### src/rtl/vram_dma_ctrl_pkg.sv
// rtl/vram_dma_ctrl_pkg.sv - shared state encodings and default sizing for the VRAM DMA controller
//
// Purpose: single home for the controller state encoding and the default
//          row/FIFO geometry so the top and its sub-module agree.
// Ports:   none (package).
package vram_dma_ctrl_pkg;

  localparam int DEF_ROW_BYTES  = 120;  // 80 text + 40 attribute bytes
  localparam int DEF_FIFO_DEPTH = 128;
  localparam int DEF_AW         = 16;

  typedef enum logic [2:0] {
    ST_IDLE      = 3'd0,
    ST_WAITSPACE = 3'd1,
    ST_REQ       = 3'd2,
    ST_BURST     = 3'd3,
    ST_DRAIN     = 3'd4,
    ST_RELEASE   = 3'd5
  } state_e;

endpackage

### src/rtl/vram_dma_ctrl_line_fifo.sv
// rtl/vram_dma_ctrl_line_fifo.sv - first-word-fall-through byte FIFO holding one or more character rows
//
// Purpose: synchronous FWFT FIFO, 8-bit wide, DEPTH entries (power of two).
// Ports:
//   clk, rst_n     clock, asynchronous active-low reset (flushes pointers)
//   push, din      write one byte
//   pop            read one byte; ignored when empty
//   dout           head of FIFO (0 while empty)
//   empty, level   registered status, updated the cycle after push/pop
//   underrun       combinational pulse: pop requested while empty
module vram_dma_ctrl_line_fifo #(
  parameter  int DEPTH = 128,
  localparam int PW    = $clog2(DEPTH),
  localparam int LW    = PW + 1
) (
  input  logic          clk,
  input  logic          rst_n,
  input  logic          push,
  input  logic          pop,
  input  logic [7:0]    din,
  output logic [7:0]    dout,
  output logic          empty,
  output logic [LW-1:0] level,
  output logic          underrun
);

  logic [7:0]    mem [DEPTH];
  logic [PW-1:0] wr_ptr_q, wr_ptr_d;
  logic [PW-1:0] rd_ptr_q, rd_ptr_d;
  logic [LW-1:0] level_q, level_d;
  logic          empty_q, empty_d;
  logic          pop_ok;

  always_comb begin
    pop_ok   = pop && !empty_q;
    wr_ptr_d = wr_ptr_q + PW'(push);
    rd_ptr_d = rd_ptr_q + PW'(pop_ok);
    level_d  = level_q + LW'(push) - LW'(pop_ok);
    empty_d  = (level_d == '0);
  end

  always_ff @(posedge clk or negedge rst_n) begin
    if (!rst_n) begin
      wr_ptr_q <= '0;
      rd_ptr_q <= '0;
      level_q  <= '0;
      empty_q  <= 1'b1;
    end else begin
      wr_ptr_q <= wr_ptr_d;
      rd_ptr_q <= rd_ptr_d;
      level_q  <= level_d;
      empty_q  <= empty_d;
    end
  end

  always_ff @(posedge clk) begin
    if (push) begin
      mem[wr_ptr_q] <= din;
    end
  end

  // Storage is not reset, so mask the head while empty to give a defined 0.
  assign dout     = empty_q ? 8'h00 : mem[rd_ptr_q];
  assign empty    = empty_q;
  assign level    = level_q;
  assign underrun = pop && empty_q;

endmodule

### src/rtl/vram_dma_ctrl.sv
// rtl/vram_dma_ctrl.sv - character-row DMA from shared SRAM into the CRTC line FIFO
//
// Purpose: on each row request, take the CPU bus (busreq/busack), burst
//          ROW_BYTES sequential SRAM reads and buffer the bytes in a line FIFO.
// Ports:
//   clk, reset_n            clock, asynchronous active-low reset
//   base_addr, frame_start  frame base; pulse reloads the row pointer at next row start
//   row_req                 pulse: fetch one row (one request may be held pending)
//   busreq, busack          CPU bus request / acknowledge
//   ram_adr, ram_data       DMA read address, SRAM data (one-cycle latency)
//   fifo_rd, fifo_dout      FIFO pop and FWFT head
//   fifo_empty, fifo_level  FIFO status
//   busy                    controller not idle
//   overrun, underrun       sticky error flags, cleared only by reset
module vram_dma_ctrl
  import vram_dma_ctrl_pkg::*;
#(
  parameter  int ROW_BYTES  = DEF_ROW_BYTES,
  parameter  int FIFO_DEPTH = DEF_FIFO_DEPTH,
  parameter  int AW         = DEF_AW,
  localparam int LW         = $clog2(FIFO_DEPTH) + 1
) (
  input  logic          clk,
  input  logic          reset_n,
  input  logic [AW-1:0] base_addr,
  input  logic          frame_start,
  input  logic          row_req,
  output logic          busreq,
  input  logic          busack,
  output logic [AW-1:0] ram_adr,
  input  logic [7:0]    ram_data,
  input  logic          fifo_rd,
  output logic [7:0]    fifo_dout,
  output logic          fifo_empty,
  output logic [LW-1:0] fifo_level,
  output logic          busy,
  output logic          overrun,
  output logic          underrun
);

  state_e        state_q, state_d;
  logic [AW-1:0] ptr_q, ptr_d;
  logic [LW-1:0] cnt_q, cnt_d;
  logic          issued_q, issued_d;
  logic          pending_q, pending_d;
  logic          reload_q, reload_d;
  logic          busreq_q, busreq_d;
  logic          busy_q, busy_d;
  logic          overrun_q, overrun_d;
  logic          underrun_q, underrun_d;

  logic [LW-1:0] free_space;
  logic          space_ok;
  logic          issue;
  logic          last_issue;
  logic          leave_idle;
  logic          fifo_underrun;

  assign free_space = LW'(FIFO_DEPTH) - fifo_level;
  assign space_ok   = (free_space >= LW'(ROW_BYTES));
  assign issue      = (state_q == ST_BURST) && busack;
  assign last_issue = (cnt_q == LW'(ROW_BYTES - 1));

  // State and datapath registers.
  always_ff @(posedge clk or negedge reset_n) begin
    if (!reset_n) begin
      state_q    <= ST_IDLE;
      ptr_q      <= '0;
      cnt_q      <= '0;
      issued_q   <= 1'b0;
      pending_q  <= 1'b0;
      reload_q   <= 1'b0;
      busreq_q   <= 1'b0;
      busy_q     <= 1'b0;
      overrun_q  <= 1'b0;
      underrun_q <= 1'b0;
    end else begin
      state_q    <= state_d;
      ptr_q      <= ptr_d;
      cnt_q      <= cnt_d;
      issued_q   <= issued_d;
      pending_q  <= pending_d;
      reload_q   <= reload_d;
      busreq_q   <= busreq_d;
      busy_q     <= busy_d;
      overrun_q  <= overrun_d;
      underrun_q <= underrun_d;
    end
  end

  // Next-state logic.
  always_comb begin
    state_d = state_q;
    case (state_q)
      ST_IDLE:      if (row_req || pending_q) state_d = ST_WAITSPACE;
      ST_WAITSPACE: if (space_ok)             state_d = ST_REQ;
      ST_REQ:       if (busack)               state_d = ST_BURST;
      ST_BURST:     if (issue && last_issue)  state_d = ST_DRAIN;
      ST_DRAIN:                               state_d = ST_RELEASE;
      ST_RELEASE:   if (!busack)              state_d = ST_IDLE;
      default:                                state_d = ST_IDLE;
    endcase
  end

  // Outputs and datapath next values.
  always_comb begin
    leave_idle = (state_q == ST_IDLE) && (state_d == ST_WAITSPACE);

    // ptr_q doubles as ram_adr: it holds the address being issued in each
    // BURST cycle, so the first address is on the bus as soon as BURST starts.
    ptr_d = ptr_q;
    cnt_d = cnt_q;
    if (leave_idle && (reload_q || frame_start)) begin
      ptr_d = base_addr;
    end
    if (state_q == ST_REQ) begin
      cnt_d = '0;
    end
    if (issue) begin
      ptr_d = ptr_q + AW'(1);
      cnt_d = cnt_q + LW'(1);
    end
    issued_d = issue;

    // A frame_start coinciding with the row start is consumed immediately.
    reload_d = reload_q;
    if (leave_idle) begin
      reload_d = 1'b0;
    end else if (frame_start) begin
      reload_d = 1'b1;
    end

    // IDLE always leaves when pending is set, so IDLE consumes the flag.
    pending_d = pending_q;
    overrun_d = overrun_q;
    if (state_q == ST_IDLE) begin
      pending_d = 1'b0;
    end else if (row_req) begin
      if (pending_q) begin
        overrun_d = 1'b1;
      end else begin
        pending_d = 1'b1;
      end
    end

    busreq_d   = (state_d == ST_REQ) || (state_d == ST_BURST) || (state_d == ST_DRAIN);
    busy_d     = (state_d != ST_IDLE);
    underrun_d = underrun_q || fifo_underrun;
  end

  // ram_data for an issued address arrives the cycle after issue.
  vram_dma_ctrl_line_fifo #(
    .DEPTH (FIFO_DEPTH)
  ) u_line_fifo (
    .clk      (clk),
    .rst_n    (reset_n),
    .push     (issued_q),
    .pop      (fifo_rd),
    .din      (ram_data),
    .dout     (fifo_dout),
    .empty    (fifo_empty),
    .level    (fifo_level),
    .underrun (fifo_underrun)
  );

  assign busreq   = busreq_q;
  assign ram_adr  = ptr_q;
  assign busy     = busy_q;
  assign overrun  = overrun_q;
  assign underrun = underrun_q;

endmodule

### config.mk
export PLATFORM = sky130hd
export DESIGN_NAME = vram_dma_ctrl
export DESIGN_NICKNAME = d
export VERILOG_FILES = /design/src/rtl/vram_dma_ctrl_pkg.sv /design/src/rtl/vram_dma_ctrl_line_fifo.sv /design/src/rtl/vram_dma_ctrl.sv
export SDC_FILE = /design/constraint.sdc
export NUM_CORES = 1
export LEC_CHECK = 0
export ABC_AREA = 1
export ABC_CLOCK_PERIOD_IN_PS = 7200
export BUFFER_PORTS_ARGS = -buffer_cell sky130_fd_sc_hd__buf_2
export CORE_UTILIZATION = 60
export CTS_CLUSTER_SIZE = 25
export DETAILED_ROUTE_END_ITERATION = 8
export PLACE_DENSITY = 0.82
export SETUP_SLACK_MARGIN = 0.02
export SLEW_MARGIN = 10
export SYNTH_ARGS = -nofsm -noshare
export SYNTH_HDL_FRONTEND = slang
export SYNTH_SLANG_ARGS = --single-unit
### constraint.sdc
create_clock -name clk -period 7.2 [get_ports clk]
set_input_delay 0.72 -clock clk [delete_from_list [all_inputs] [get_ports clk]]
set_output_delay 0.72 -clock clk [all_outputs]
set_load 0.02 [all_outputs]
==> results by group <==
Finish
  • Fill count: about 5k
  • # diodes: 0
  • Reg area: ~32000 um2
  • Area of the multi-input gates: ~11000 um2
  • Core Util, Final: 0.665
  • Layout area overhead: 8.88%
  • Layout cells sized above 1: 0.0628
  • Final layout net count: just over 4k

Place
  • Port Buffer Count: 66
  • Placer Congestion: approximately 0.89
  • DP HPWL: around 63 mm

Synthesis
  • Commonest cells in the netlist: nand2_1 (1575), edfxtp_1 (1024), nand3_1 (604), nor2_1 (188), a21oi_1 (139)
  • Cell Area, Synth: ~45000 um2
  • Top-count cell post-synth: nand2_1
  • Netlist cell types: 39
  • Mapped Cells: between 4k and 5k
  • Simple-Gate Fraction of Synth Area: 0.220
  • Complex-gate fraction of the synthesized area: 0.0220
  • Post-synth EDFFs: about 1.0k
  • Mux share of post-synthesis cell area: 0
  • Area share of the largest cell type after synthesis: 0.685
  • Post-Syn Nets: 4070
  • Largest family of logic cells by synthesized area: simple AND/OR/NAND/NOR gates
  • Register bit total from synthesis: 1081
  • Xor and xnor area share after synthesis: 0.00527
  • Async set-or-reset flop fraction in the synthesized netlist: 0.0527
  • Syn_area_per_cell: between 10 and 15 um2
  • Synth Warn #: 0
  • Post-Synth Adder-Cell Area: 0.00574
  • Seq/Total Area, Yosys: 0.717
  • Area contributors post-synth: edfxtp_1 (69%), nand2_1 (13%), nand3_1 (6.7%), dfrtp_1 (3.1%), nor2_1 (1.6%)
  • Area leader, netlist: edfxtp_1
  • Main synth FF type: edfxtp_1

Pwr
  • Cell area power density: 395 nW/um2
  • Maximum VDD drop: 0.434 mV
  • Static Leak: 18.2 nW

Route
  • Vias/cell: slightly above 6
  • DR vias: between 30k and 40k
  • DRC: 0
  • Routed wire per std cell: about 22 um
  • DRT antenna net count: 0
  • Iter 0 DRT Violations: about 4.4k
  • Final WL: 112 mm
  • Drt pass-1 iters: 9

Timing
  • Setup violators final: 0
  • Fin. max-slew vios: 0
  • Setup TNS: 0 ps
  • Post-layout min period: between 5000 and 6000 ps
  • Slew margin rel.: 0.164
  • Worst-margin pin slew: around 1300 ps
  • Period utilization: 0.755
  • Hold_ws: 228 ps
  • Maximum clock rate: approximately 180 MHz
  • Final hold violation count: 0
  • Clk_skew: around 19 ps
  • RSZ-0062 raised after global routing: false

Clock tree
  • CTS resizes: 0
  • Reg clk slew, reported paths: ~60 ps
  • Setup Buffers After CTS: 0
  • CTS tree: done
  • Clock buffer depth: 3
  • H-Tree Level Count: 3
  • # clock sinks: approximately 1.1k
  • Number of CTS-inserted buffers: 100
  • CTS root buf: clkbuf_16
  • Worst skew pair latency: between 600 and 700 ps
  • Hold Buf Count CTS: 0

Critical path
  • Worst-case reg-to-reg path depth: 2
  • Critical path arrival: 4710 ps
  • Critical R2R Capture: u_line_fifo.mem[114][7]
  • CP max FO: 64
  • Critical path class: reg2out
  • Critical Path RT: 6480 ps
  • Setup crit end: fifo_dout[4]
  • Worst Setup End Kind: output pin
  • Startpoint Class: flop
  • Register-to-register setup slack: roughly 4000 ps
  • R2R Path Start: issued_q
  • CP Launch Point: u_line_fifo.rd_ptr_q[1]

Die
  • Die width: 276 um
  • I/O pin count: 67
  • Core Region: between 70000 and 80000 um2
  • Die height: about 280 um
  • Row count: 99
  • Die ar.: roughly 76000 um2
  • Starting Density: 0.611

Global routing
  • First-pass GRT wire length: approximately 170 mm
  • Largest net degree at the start of global routing: about 270
  • Initial antenna violation count: 1
  • Grt total ovfl: 0
  • All-Layer GR Usage: 0.296
  • Vias in the first global route: 29.6k

Flow run
  • Max-cap violation count: 0

Min path
  • HP Class: in2async

Run status
  • Status: complete, no violations
state kept, by name, indices dropped and copies added, names as in the netlist, 3 cells and up:
register and cells:
u_line_fifo.mem 1024, ram_adr 16, cnt_q 8, u_line_fifo.level 8, u_line_fifo.rd_ptr_q 7, u_line_fifo.wr_ptr_q 7
state_q 3
stage by stage:
step                      std cells  setup WS [ps]  instance area, um2  total power, W
after floorplan                4020           4680               44900          0.0119
after global placement         4862           2720               45700          0.0138
after detailed placement       4862           2730               45700          0.0140
after CTS                      5037           1970               48900          0.0191
after global routing           5037           1670               48900          0.0201
final                          5037           1770               48900          0.0193
cell usage in the layout, fill, tap and decap left out, types with 48 or more instances in the layout:
master,netlist,routed
a21oi_1,139,139
buf_2,134,58
buf_4,17,48
clkbuf_16,0,103
dfrtp_1,56,53
edfxtp_1,1024,1024
inv_1,71,68
nand2_1,1575,1575
nand3_1,604,604
nor2_1,188,187
worst min path at each step:
stage | end | slack, ps
global route | ram_adr[3] | 280
finish | ram_adr[1] | 230
floorplan | busreq | 420
detailed placement | underrun | 460
CTS | ram_adr[3] | 250
global placement | overrun | 450
kinds of logic (layout without fill, tap and decap cells):
kind of cell	count (synthesis)	after routing
simple gates	2407	2407
flops	1081	1081
buf+inv	301	359
compound gates	184	184
xor+xnor	27	27
fa+ha+maj	20	20
report_power, final:
group          internal (W)  total [W]  switching (W)
logic               0.00176    0.00680        0.00503
clock network       0.00296    0.00517        0.00222
registers           0.00707    0.00732       0.000257
total                0.0118     0.0193        0.00751
critical path: stages, from the launching register on:
cell and delay, ps:
dfrtp_4 700, buf_4 420, nor2_4 570, buf_4 720, nand2_1 140, nand2_1 100, nor2_1 70, nand2_1 70
nand3_1 130, nand2_1 120, nand2_1 50, nand3_1 110, nand2_1 70, nor2_1 430, buf_2 270
layer usage:
layer / part of all wire / vias up / GRT usage / routed length, um
met5: 0.000090 / - / 0 / 10
met4: 0.048 / 2 / 0.139 / 5400
met3: 0.13 / 376 / 0.0612 / 14100
met2: 0.47 / 2184 / 0.461 / 52100
met1: 0.36 / 14500 / 0.402 / 39900
li1: - / 13800 / - / -
final cells by class:
type / instances / share of cell area
Multi-Input combinational cell: 2638 / 0.232
Timing Repair Buffer: 107 / 0.0137
Sequential cell: 1081 / 0.659
Tap cell: 959 / 0.0246
Clock buffer: 123 / 0.0543
Inverter: 77 / 0.00640
Clock inverter: 52 / 0.0102
Power figures use the tool's default switching activity.
